## config.mk

```make
export PLATFORM = sky130hd
export DESIGN_NAME = ifetch_unit
export DESIGN_NICKNAME = d
export VERILOG_FILES = /design/src/rtl/ifetch_pkg.sv /design/src/rtl/ifetch_pf_buffer.sv /design/src/rtl/ifetch_unit.sv
export SDC_FILE = /design/constraint.sdc
export NUM_CORES = 1
export LEC_CHECK = 0
export BUFFER_PORTS_ARGS = -buffer_cell sky130_fd_sc_hd__buf_2
export CORE_MARGIN = 4
export CORE_UTILIZATION = 38
export DETAILED_ROUTE_END_ITERATION = 12
export PLACE_DENSITY = 0.68
export SYNTH_ARGS = -nofsm -noshare
export SYNTH_HDL_FRONTEND = slang
export SYNTH_SLANG_ARGS = --single-unit
```

## constraint.sdc

```tcl
create_clock -name clk -period 4.6 [get_ports clk]
set_input_delay 1.38 -clock clk [delete_from_list [all_inputs] [get_ports clk]]
set_output_delay 1.38 -clock clk [all_outputs]
set_load 0.01 [all_outputs]
```

## src/rtl/ifetch_pkg.sv

```systemverilog
// ifetch_pkg -- shared definitions for the instruction fetch unit.
//   NOP      : canonical RISC-V NOP (addi x0, x0, 0) shown whenever no
//              valid instruction is presented or a fetch faulted.
//   state_t  : fetch FSM state encoding.
package ifetch_pkg;

    localparam logic [31:0] NOP = 32'h0000_0013;

    typedef enum logic [2:0] {
        IDLE,
        ADDR,
        DATA,
        VALID,
        DRAIN
    } state_t;

endpackage

```

## src/rtl/ifetch_pf_buffer.sv

```systemverilog
// ifetch_pf_buffer -- one-entry next-line prefetch buffer.
// Ports:
//   clk, rst      : clock, synchronous active-high reset
//   clear         : drop the buffered entry (flush or buffer miss)
//   issue         : a prefetch of issue_addr is starting on the bus
//   fill          : prefetch response arrived (fill_data / fill_err)
//   consume       : the core took the buffered entry
//   lookup_addr   : address the core is requesting
//   hit           : buffer holds a valid entry for lookup_addr
//   data, err     : buffered word and its bus-error flag
module ifetch_pf_buffer
    import ifetch_pkg::*;
(
    input  logic        clk,
    input  logic        rst,
    input  logic        clear,
    input  logic        issue,
    input  logic [31:0] issue_addr,
    input  logic        fill,
    input  logic [31:0] fill_data,
    input  logic        fill_err,
    input  logic        consume,
    input  logic [31:0] lookup_addr,
    output logic        hit,
    output logic [31:0] data,
    output logic        err
);

    logic        pf_valid_reg;
    logic [31:0] pf_addr_reg;
    logic [31:0] pf_data_reg;
    logic        pf_err_reg;

    always_ff @(posedge clk) begin
        if (rst) begin
            pf_valid_reg <= 1'b0;
            pf_addr_reg  <= 32'h0;
            pf_data_reg  <= NOP;
            pf_err_reg   <= 1'b0;
        end else begin
            // The address is latched when the prefetch starts so that a
            // later fill only needs to carry data.
            if (issue) begin
                pf_addr_reg <= issue_addr;
            end
            if (clear) begin
                pf_valid_reg <= 1'b0;
            end else if (fill) begin
                pf_valid_reg <= 1'b1;
                pf_data_reg  <= fill_data;
                pf_err_reg   <= fill_err;
            end else if (consume) begin
                pf_valid_reg <= 1'b0;
            end
        end
    end

    assign hit  = pf_valid_reg && (lookup_addr == pf_addr_reg);
    assign data = pf_data_reg;
    assign err  = pf_err_reg;

endmodule

```

## src/rtl/ifetch_unit.sv

```systemverilog
// ifetch_unit -- single-outstanding instruction fetch unit.
// Optional feature: define IFETCH_PREFETCH_EN to add a one-entry next-line
// prefetch buffer (ifetch_pf_buffer); the default build has none.
// Ports:
//   clk, rst                 : clock, synchronous active-high reset
//   core_req, core_pc        : core fetch request and address
//   flush                    : redirect, kills any in-flight fetch
//   instr_ready              : core accepts presented instruction
//   instr_valid, instruction,
//   fetch_err                : fetch result towards the core
//   imem_req, imem_addr,
//   imem_gnt                 : bus address phase
//   imem_rvalid, imem_rdata,
//   imem_err                 : bus response phase
module ifetch_unit
    import ifetch_pkg::*;
(
    input  logic        clk,
    input  logic        rst,
    input  logic        core_req,
    input  logic [31:0] core_pc,
    input  logic        flush,
    input  logic        instr_ready,
    output logic        instr_valid,
    output logic [31:0] instruction,
    output logic        fetch_err,
    output logic        imem_req,
    output logic [31:0] imem_addr,
    input  logic        imem_gnt,
    input  logic        imem_rvalid,
    input  logic [31:0] imem_rdata,
    input  logic        imem_err
);

    state_t      state_reg;
    logic [29:0] fetch_pc_reg;   // word address; misaligned PCs never reach the bus
    logic        valid_reg;
    logic [31:0] instr_reg;
    logic        err_reg;
    logic        req_reg;
    logic        kill_reg;       // flush seen while waiting for gnt
    logic        pf_active_reg;  // current bus transaction is a prefetch

    logic        accept_req;
    logic [29:0] next_word;
    logic        pf_hit;
    logic [31:0] pf_data;
    logic        pf_err;

    assign accept_req = (state_reg == IDLE) && core_req && !flush;
    assign next_word  = fetch_pc_reg + 30'd1;

`ifdef IFETCH_PREFETCH_EN
    localparam bit PF_EN = 1'b1;

    logic pf_issue;
    logic pf_fill;
    logic pf_clear;
    logic pf_consume;

    assign pf_issue   = (state_reg == VALID) && instr_ready && !flush && !err_reg;
    assign pf_fill    = (state_reg == DATA) && pf_active_reg && imem_rvalid && !flush;
    assign pf_consume = accept_req && pf_hit;
    assign pf_clear   = flush || (accept_req && !pf_hit);

    ifetch_pf_buffer u_pf_buffer (
        .clk         (clk),
        .rst         (rst),
        .clear       (pf_clear),
        .issue       (pf_issue),
        .issue_addr  ({next_word, 2'b00}),
        .fill        (pf_fill),
        .fill_data   (imem_rdata),
        .fill_err    (imem_err),
        .consume     (pf_consume),
        .lookup_addr (core_pc),
        .hit         (pf_hit),
        .data        (pf_data),
        .err         (pf_err)
    );
`else
    localparam bit PF_EN = 1'b0;

    assign pf_hit  = 1'b0;
    assign pf_data = NOP;
    assign pf_err  = 1'b0;
`endif

    always_ff @(posedge clk) begin
        if (rst) begin
            state_reg     <= IDLE;
            fetch_pc_reg  <= 30'h0;
            valid_reg     <= 1'b0;
            instr_reg     <= NOP;
            err_reg       <= 1'b0;
            req_reg       <= 1'b0;
            kill_reg      <= 1'b0;
            pf_active_reg <= 1'b0;
        end else begin
            case (state_reg)
                IDLE: begin
                    if (accept_req) begin
                        fetch_pc_reg <= core_pc[31:2];
                        if (pf_hit) begin
                            state_reg <= VALID;
                            valid_reg <= 1'b1;
                            instr_reg <= pf_err ? NOP : pf_data;
                            err_reg   <= pf_err;
                        end else if (core_pc[1:0] != 2'b00) begin
                            state_reg <= VALID;
                            valid_reg <= 1'b1;
                            instr_reg <= NOP;
                            err_reg   <= 1'b1;
                        end else begin
                            state_reg     <= ADDR;
                            req_reg       <= 1'b1;
                            kill_reg      <= 1'b0;
                            pf_active_reg <= 1'b0;
                        end
                    end
                end
                ADDR: begin
                    // The address phase cannot be withdrawn; a flush only
                    // marks the response for discarding.
                    if (flush) begin
                        kill_reg <= 1'b1;
                    end
                    if (imem_gnt) begin
                        req_reg   <= 1'b0;
                        state_reg <= (flush || kill_reg) ? DRAIN : DATA;
                    end
                end
                DATA: begin
                    if (flush) begin
                        state_reg <= imem_rvalid ? IDLE : DRAIN;
                    end else if (imem_rvalid) begin
                        if (pf_active_reg) begin
                            // Prefetch result goes to the buffer, not the core.
                            state_reg <= IDLE;
                        end else begin
                            state_reg <= VALID;
                            valid_reg <= 1'b1;
                            instr_reg <= imem_err ? NOP : imem_rdata;
                            err_reg   <= imem_err;
                        end
                    end
                end
                DRAIN: begin
                    if (imem_rvalid) begin
                        state_reg <= IDLE;
                    end
                end
                VALID: begin
                    // flush wins over instr_ready and suppresses the prefetch.
                    if (flush || instr_ready) begin
                        valid_reg <= 1'b0;
                        instr_reg <= NOP;
                        err_reg   <= 1'b0;
                        if (PF_EN && !flush && !err_reg) begin
                            state_reg     <= ADDR;
                            fetch_pc_reg  <= next_word;
                            req_reg       <= 1'b1;
                            kill_reg      <= 1'b0;
                            pf_active_reg <= 1'b1;
                        end else begin
                            state_reg <= IDLE;
                        end
                    end
                end
                default: begin
                    state_reg <= IDLE;
                end
            endcase
        end
    end

    assign instr_valid = valid_reg;
    assign instruction = instr_reg;
    assign fetch_err   = err_reg;
    assign imem_req    = req_reg;
    assign imem_addr   = {fetch_pc_reg, 2'b00};

endmodule

```

==> impl_metrics.csv, run 1 <==
group,metric,value,unit
outcome,status,"completed",
yosys,ys_types,38,
place,port_buffers,136,
timing,worst_slack,1.636,ns
timing,tightest_slew,0.9958,ns
cells_and_area,fin_util,0.5197,
pwr,sw_frac_of_total,0.3086,
global_routing,gr-total-overflow,0,
worst_setup_path,worstPathRequired,4.79,ns
pwr,seq_power_share,0.415,
worst_setup_path,end_kind,"flip-flop",
pwr,p_leak,1.800,nW
pwr,power_frac_comb,0.268,
cells_and_area,syn2layout_area_growth,31.99,%
pwr,p_switching,531.2,uW
drt,drt_iter0_drc,98,
die,die_area,9054,um^2
hold_path,hp-class,"reg -> reg",
global_routing,grt_antenna_before_repair,0,
yosys,synth_cells,332,
die,die_h,95.16,um
yosys,yosys_warnings,0,
timing,clock.fmax,337.4,MHz
pwr,internal-power,1.190,mW
drt,ant_nets,0,
timing,grt_setup_unrepaired,"false",
clock_tree,cts_tree,"done",
cells_and_area,largest_reg_flops,32,
timing,finalClockSkew,0.007494,ns
cells_and_area,stdcell_area,3810,um^2
yosys,ys_seq_elements,69,
clock_tree,cts_resized,0,
place,postPlaceCellArea,3586,um^2
clock_tree,htreeDepth,3,
worst_setup_path,path_max_fanout,31,
drt,avgRoutedWirePerCell,12.47,um
yosys,synthArstFlopShare,0,
drt,first_pass_iters,5,
place,place_inst,544,
die,core,7331,um^2
pwr,total_power,1.721,mW
global_routing,grt_pass1_wl,10860,um
timing,setup-tns-final,0,ns
die,die_w,95.16,um
yosys,syn_area,2887,um^2
clock_tree,cts-root-buf,"clkbuf_8",
cells_and_area,fin_nets,528,
clock_tree,cts_buffers,9,
cells_and_area,diodes,0,
place,hpwl,4989,um
yosys,synth_edf_count,0,
drt,drt_wl_total,6984,um
drt,drc,0,
pwr,ir_drop,0.0002061,V
clock_tree,worstSkewPairLatency,0.33,ns
yosys,synth_ff_type,"dfxtp_1",
timing,maxSlewViolCount,0,
timing,setup_violations,0,
worst_setup_path,path_class,"in -> reg",
worst_setup_path,critPathArrivalTime,3.15,ns
timing,finalCritPeriodShare,0.6442,
timing,hold_viol,0,
die,rows,31,
clock_tree,clkSinkCount,69,
global_routing,grt_max_degree,45,
clock_tree,clockBufferDepth,2,
global_routing,grt_pass1_vias,2413,
die,initial_core_util,0.3938,
global_routing,gr-usage-all-layers,0.1528,
timing,max_slew_margin,0.3361,
clock_tree,clk_pin_slew,0.07,ns
place,pre_cts_ws,1.285,ns
yosys,ys_seq_area_frac,0.4785,
pwr,power_per_cell_area,451.7,nW/um^2
die,ios,139,
cells_and_area,drive_gt1_frac,0.3514,
timing,holdWs,0.4519,ns
drt,via_per_inst,4.661,
pwr,p_clk_frac,0.317,
clock_tree,cts_setup_buffers,0,
flow_run,drv_cap,0,
place,gp_congestion,0.7951,
timing,min_period,2.964,ns
drt,vias,2610,
yosys,synth.avg_cell_area,8.694,um^2
clock_tree,cts_hold_buf,0,
cells_and_area,stdcell_count,560,
worst_setup_path,crit_path_start_kind,"input pin",
-- synth_stat cells, types with 2 or more instances --
| cell type | count | area, um^2 |
|---|---|---|
| dfxtp_1 | 69 | 1381 |
| nand2_1 | 92 | 345.3 |
| clkbuf_1 | 17 | 63.81 |
| nor2b_1 | 4 | 25.02 |
| inv_1 | 2 | 7.510 |
| nor3b_1 | 2 | 15.01 |
| nand2b_1 | 32 | 200.2 |
| a21oi_1 | 33 | 165.2 |
| nor3_1 | 2 | 10.01 |
| buf_2 | 4 | 20.02 |
| buf_6 | 5 | 56.30 |
| mux2i_1 | 33 | 330.3 |
| nor2_1 | 10 | 37.54 |
| nor4_1 | 2 | 12.51 |
| buf_4 | 2 | 15.01 |
-- final timing paths --
path,from,endpoint,slack (ns),depth (start not counted)
hold / removal,fetch_pc_reg[6],fetch_pc_reg[6],0.45,2
setup reg to reg,state_reg[1],instruction[4],2.20,5
hold reg to reg,fetch_pc_reg[6],fetch_pc_reg[6],0.45,2
setup / recovery,flush,kill_reg,1.64,5
-- layout make-up --
type,count,area [um^2]
inverters,2,7.507
repair buffers,140,710.7
fillers,719,3521
multi-input cells,234,1363
clock inverters,6,86.33
well taps,99,123.9
clock buffers,10,137.6
flip-flops and latches,69,1381
-- power by group through the flow --
stage,logic [mW],registers (mW),clock network (mW)
floorplan,0.354,0.731,0
global placement,0.465,0.725,0
detailed placement,0.468,0.727,0
CTS,0.468,0.714,0.566
global route,0.509,0.724,0.591
finish,0.462,0.714,0.545
-- worst max-delay path: stages --
cell	delay, ns
buf_2	0.15
nand2b_4	0.17
or4_1	0.86
o41ai_1	0.47
a21oi_1	0.11
-- cells by family (layout without fill, tap and decap cells) --
group	count (synthesis)	after routing	synth area share
AO/OA/AOI/OAI	46	46	0.09320
buffers and inverters	30	158	0.05635
flip-flops	69	69	0.4785
multiplexers	35	35	0.1222
other	1	2	0.001299
AND/OR/NAND/NOR	151	151	0.2484
-- cell usage in the layout, fill, tap and decap left out, types with 2 or more instances in the layout --
cell type,instances
mux2i_1,33
nor2_1,10
nand2b_1,32
inv_1,2
buf_4,4
bufinv_16,2
nand2_1,92
nor2b_1,4
dfxtp_1,69
clkinv_2,2
nor3b_1,2
nor3_1,2
a21oi_1,33
conb_1,2
clkbuf_8,10
buf_2,136
-- layer usage --
metal  up-vias  GRT usage  share of wire
met5         -          0              0
met4         0    0.07212         0.0084
met3         6    0.07340           0.13
met2       112     0.2356           0.42
met1      1157     0.1778           0.44
li1       1335          -              -
No activity file was read; power rests on OpenSTA's default activity.
==> run 2, diff against run 1 <==
--- a/config.mk
+++ b/config.mk
@@ -9,7 +9,7 @@
 export CORE_MARGIN = 4
 export CORE_UTILIZATION = 38
 export DETAILED_ROUTE_END_ITERATION = 12
-export PLACE_DENSITY = 0.68
+export PLACE_DENSITY = 0.7
 export SYNTH_ARGS = -nofsm -noshare
 export SYNTH_HDL_FRONTEND = slang
 export SYNTH_SLANG_ARGS = --single-unit
==> constraint.sdc (replaced) <==
create_clock -name clk -period 2.6 [get_ports clk]
set_input_delay 0.78 -clock clk [delete_from_list [all_inputs] [get_ports clk]]
set_output_delay 0.78 -clock clk [all_outputs]
set_load 0.01 [all_outputs]
==> run 2 against run 1 <==
  * Core utilization grew 0.14 points
  * Highest routed layer is now met5
  * Register-to-register slack got worse by 1.7 ns
  * Combinational power rose by 83%
  * Sequential share of layout area down 0.095 points
  * Critical path depth unchanged
==> impl_metrics.csv, run 2 (synthesis results as in run 1) <==
group,metric,value,unit
outcome,status,"completed",
place,postPlaceCellArea,3613,um^2
clock_tree,cts_resized,0,
cells_and_area,fin_util,0.5211,
drt,drt_iter0_drc,103,
timing,maxSlewViolCount,0,
clock_tree,clkSinkCount,69,
global_routing,grt_max_degree,42,
timing,clock.fmax,479.1,MHz
flow_run,drv_cap,0,
die,die_w,95.16,um
timing,setup_violations,0,
global_routing,gr-usage-all-layers,0.1518,
global_routing,grt_pass1_vias,2372,
global_routing,gr-total-overflow,0,
die,initial_core_util,0.3938,
clock_tree,cts_tree,"done",
cells_and_area,multi_input_area,1363,um^2
timing,setup-tns-final,0,ns
cells_and_area,fin_nets,530,
cells_and_area,seq_area,1381,um^2
worst_setup_path,crit_family,"flip-flops",
worst_setup_path,slowest_stage,"dfxtp_1",
hold_path,hp-class,"reg -> reg",
place,gp_congestion,0.7891,
clock_tree,clk_pin_slew,0.06,ns
cells_and_area,final_common_cell,"buf_2",
drt,first_pass_iters,4,
global_routing,grt_pass1_wl,10810,um
cells_and_area,stdcell_area,3820,um^2
timing,hold_viol,0,
pwr,power_per_cell_area,789.8,nW/um^2
timing,finalClockSkew,0.01116,ns
drt,drt_wl_total,6905,um
timing,finalCritPeriodShare,0.8027,
cells_and_area,largest_reg_flops,32,
die,ios,139,
pwr,ir_drop,0.0004296,V
worst_setup_path,critPathMaxStageDelay,0.62,ns
drt,vias,2623,
place,hpwl,5053,um
pwr,p_leak,1.810,nW
worst_setup_path,path_class,"reg -> reg",
worst_setup_path,path_max_fanout,26,
drt,drc,0,
timing,holdWs,0.4529,ns
place,port_buffers,136,
die,rows,31,
pwr,total_power,3.017,mW
worst_setup_path,cp_num_buf_inv,1,
drt,via_per_inst,4.667,
worst_setup_path,worstPathCellList,"nor4bb_1 -> a211o_1 -> a311o_2 -> buf_12 -> mux2i_1",
cells_and_area,fillers,699,
clock_tree,htreeDepth,3,
clock_tree,clockBufferDepth,2,
clock_tree,cts_buffers,9,
timing,grt_setup_unrepaired,"false",
clock_tree,worstSkewPairLatency,0.33,ns
cells_and_area,syn2layout_area_growth,32.34,%
cells_and_area,final_cell_mix,"buf_2 (136), nand2_1 (92), dfxtp_1 (69)",
clock_tree,cts_hold_buf,0,
global_routing,grt_antenna_before_repair,1,
worst_setup_path,crit_path_start_kind,"flip-flop",
timing,min_period,2.087,ns
die,die_area,9054,um^2
worst_setup_path,end_kind,"flip-flop",
drt,avgRoutedWirePerCell,12.29,um
worst_setup_path,critPathArrivalTime,2.33,ns
cells_and_area,drive_gt1_frac,0.3499,
drt,ant_nets,0,
clock_tree,cts-root-buf,"clkbuf_8",
worst_setup_path,worstPathRequired,2.84,ns
clock_tree,cts_setup_buffers,0,
die,core,7331,um^2
cells_and_area,diodes,0,
die,die_h,95.16,um
## run 2: changes by cell type in the layout (fill, tap and decap cells not counted), sizes merged
cell / previous run / this run
clkbuf: 10 / 11
buf: 140 / 142
clkinvlp: 1 / 0
## run 2: final cells by class
| cell class | instances | area share |
|---|---|---|
| clock buffer | 11 | 0.03439 |
| clock inverter | 5 | 0.01965 |
| multi-input combinational | 234 | 0.3567 |
| tap | 99 | 0.03243 |
| timing repair buffer | 142 | 0.1933 |
| inverter | 2 | 0.001965 |
| sequential | 69 | 0.3616 |
## run 2: layer usage
layer  global-route usage  wire length, um
met4              0.06130               61
met1               0.1878             3015
met2               0.2274             2964
met3              0.07103              844
met5                    0               19
## run 2: worst paths after layout
| kind | start | end | slack [ns] | cells past startpoint |
|---|---|---|---|---|
| worst max-delay path | state_reg[1] | instruction[8] | 0.51 | 5 |
| worst min-delay path | fetch_pc_reg[28] | fetch_pc_reg[28] | 0.45 | 2 |
| worst max register to register | state_reg[1] | instruction[8] | 0.51 | 5 |
| worst min register to register | fetch_pc_reg[28] | fetch_pc_reg[28] | 0.45 | 2 |
## run 2: through the flow
stage,worst slack (ns),std cells
final,0.5129,562
after detailed placement,0.2797,546
after global placement,0.3188,546
after floorplan,0.4851,333
after CTS,0.5291,562
after global routing,0.3574,562
## run 2: where the power goes
group	switching (mW)	internal [mW]	leakage (nW)
clock network	0.372	0.536	0.107
registers	0.0944	1.17	0.560
logic	0.451	0.393	1.14
total	0.918	2.10	1.81
## run 2: tightest hold or removal path, cell delays in order (launching register included)
cell and delay (ns):
dfxtp_1 0.31, nand2_1 0.05, a21oi_1 0.05
==> run 3, diff against run 2 <==
--- a/config.mk
+++ b/config.mk
@@ -9,7 +9,7 @@
 export CORE_MARGIN = 4
 export CORE_UTILIZATION = 38
 export DETAILED_ROUTE_END_ITERATION = 12
-export PLACE_DENSITY = 0.7
+export PLACE_DENSITY = 0.68
 export SYNTH_ARGS = -nofsm -noshare
 export SYNTH_HDL_FRONTEND = slang
 export SYNTH_SLANG_ARGS = --single-unit
==> constraint.sdc (replaced) <==
create_clock -name clk -period 1.93 [get_ports clk]
set_input_delay 0.579 -clock clk [delete_from_list [all_inputs] [get_ports clk]]
set_output_delay 0.579 -clock clk [all_outputs]
set_load 0.01 [all_outputs]
==> run 3 against run 2 <==
  * Final cell count up 1.4%
  * Critical path type unchanged
  * Hold slack worse by 0.00069 ns
  * Routed wire length up 0.93%
  * Non-clock buffer count up 8
  * Core utilization up 1.5 points
  * Flip-flop and latch count unchanged
  * Clock power up 45%
  * Clock skew down 0.0066 ns
==> impl_metrics.csv, run 3 (synthesis results as in run 1) <==
group,metric,value,unit
drt,ant_nets,0,
flow_run,drv_cap,0,
clock_tree,cts_hold_buf,0,
timing,worst_slack,0.2818,ns
cells_and_area,syn2layout_area_growth,36.24,%
die,die_area,9054,um^2
worst_setup_path,crit_path_start_kind,"flip-flop",
global_routing,grt_antenna_before_repair,0,
place,hpwl,5208,um
pwr,ir_drop,0.0004398,V
cells_and_area,fin_nets,538,
clock_tree,cts-root-buf,"clkbuf_8",
die,rows,31,
worst_setup_path,critPathArrivalTime,1.86,ns
cells_and_area,diodes,0,
timing,grt_setup_unrepaired,"false",
drt,drc,0,
pwr,power_per_cell_area,1086,nW/um^2
drt,drt_iter0_drc,38,
clock_tree,clkSinkCount,69,
place,gp_congestion,0.7834,
global_routing,grt_max_degree,33,
cells_and_area,drive_gt1_frac,0.3652,
worst_setup_path,end_kind,"flip-flop",
clock_tree,cts_tree,"done",
die,core,7331,um^2
cells_and_area,largest_reg_flops,32,
timing,maxSlewViolCount,0,
clock_tree,cts_resized,0,
timing,finalClockSkew,0.004569,ns
cells_and_area,final_cell_mix,"buf_2 (136), nand2_1 (92), dfxtp_1 (69)",
timing,finalCritPeriodShare,0.8540,
pwr,p_leak,1.855,nW
global_routing,gr-total-overflow,0,
drt,avgRoutedWirePerCell,12.23,um
worst_setup_path,worstPathRequired,2.14,ns
clock_tree,clockBufferDepth,2,
die,ios,139,
worst_setup_path,path_max_fanout,27,
drt,vias,2651,
global_routing,grt_pass1_vias,2539,
timing,min_period,1.648,ns
clock_tree,clk_pin_slew,0.07,ns
timing,hold_viol,0,
clock_tree,cts_setup_buffers,0,
pwr,total_power,4.269,mW
hold_path,hp-class,"reg -> reg",
die,die_w,95.16,um
outcome,status,"completed",
clock_tree,htreeDepth,3,
drt,via_per_inst,4.651,
clock_tree,cts_buffers,9,
timing,clock.fmax,606.7,MHz
global_routing,grt_pass1_wl,10990,um
die,initial_core_util,0.3938,
worst_setup_path,path_class,"reg -> reg",
timing,setup_violations,0,
place,port_buffers,136,
place,pre_cts_ws,-0.03271,ns
drt,first_pass_iters,4,
global_routing,gr-usage-all-layers,0.1506,
drt,drt_wl_total,6969,um
die,die_h,95.16,um
clock_tree,worstSkewPairLatency,0.32,ns
cells_and_area,final_common_cell,"buf_2",
==> run 3: cell count changes in the layout (fill, tap and decap cells not counted) <==
cell,change
clkinv_2,-3
buf_4,+6
clkinvlp_4,+3
clkbuf_1,-2
buf_12,+2
clkbuf_8,+2
==> run 3: cell type report <==
type / instances / area [um^2]
Clock inverter: 5 / 82.58
Sequential cell: 69 / 1381
Multi-Input combinational cell: 234 / 1363
Fill cell: 707 / 3398
Inverter: 2 / 7.507
Tap cell: 99 / 123.9
Clock buffer: 11 / 151.4
Timing Repair Buffer: 150 / 823.3
==> run 3: worst paths after layout <==
check	start	endpoint	slack, ns	depth (start not counted)
worst min-delay path	fetch_pc_reg[11]	fetch_pc_reg[11]	0.45	2
worst max-delay path	state_reg[0]	instruction[12]	0.28	6
worst min register to register	fetch_pc_reg[11]	fetch_pc_reg[11]	0.45	2
worst max register to register	state_reg[0]	instruction[12]	0.28	6
==> run 3: routing by layer <==
layer / wire [um] / global-route usage / up-vias / part of all wire
met3: 898 / 0.06314 / 6 / 0.13
li1: - / - / 1353 / -
met4: 40 / 0.05048 / 0 / 0.0057
met1: 2980 / 0.1738 / 1185 / 0.43
met5: 0 / 0 / - / 0
met2: 3050 / 0.2507 / 107 / 0.44
==> run 3: power breakdown <==
group | internal [mW] | leakage (nW) | switching (mW) | total [mW]
Combinational | 0.615 | 1.19 | 0.670 | 1.29
Sequential | 1.58 | 0.560 | 0.0871 | 1.66
Clock | 0.798 | 0.108 | 0.523 | 1.32
==> run 3: critical path: stages, from the launching register on <==
cell	delay [ns]
dfxtp_1	0.33
buf_4	0.16
o21ba_2	0.25
nor2_1	0.05
a311o_2	0.41
buf_12	0.20
mux2i_1	0.13
==> run 3: through the flow <==
step | std cells | instance area (um^2) | TNS, ns | utilization | hold slack, ns
floorplan | 333 | 2890 | 0 | - | 0.4566
global placement | 554 | 3699 | 0 | 0.5045 | 0.4385
detailed placement | 554 | 3699 | -0.6713 | 0.5045 | 0.4437
CTS | 570 | 3933 | 0 | 0.5364 | 0.4535
global route | 570 | 3933 | 0 | 0.5364 | 0.4631
finish | 570 | 3933 | 0 | 0.5364 | 0.4522
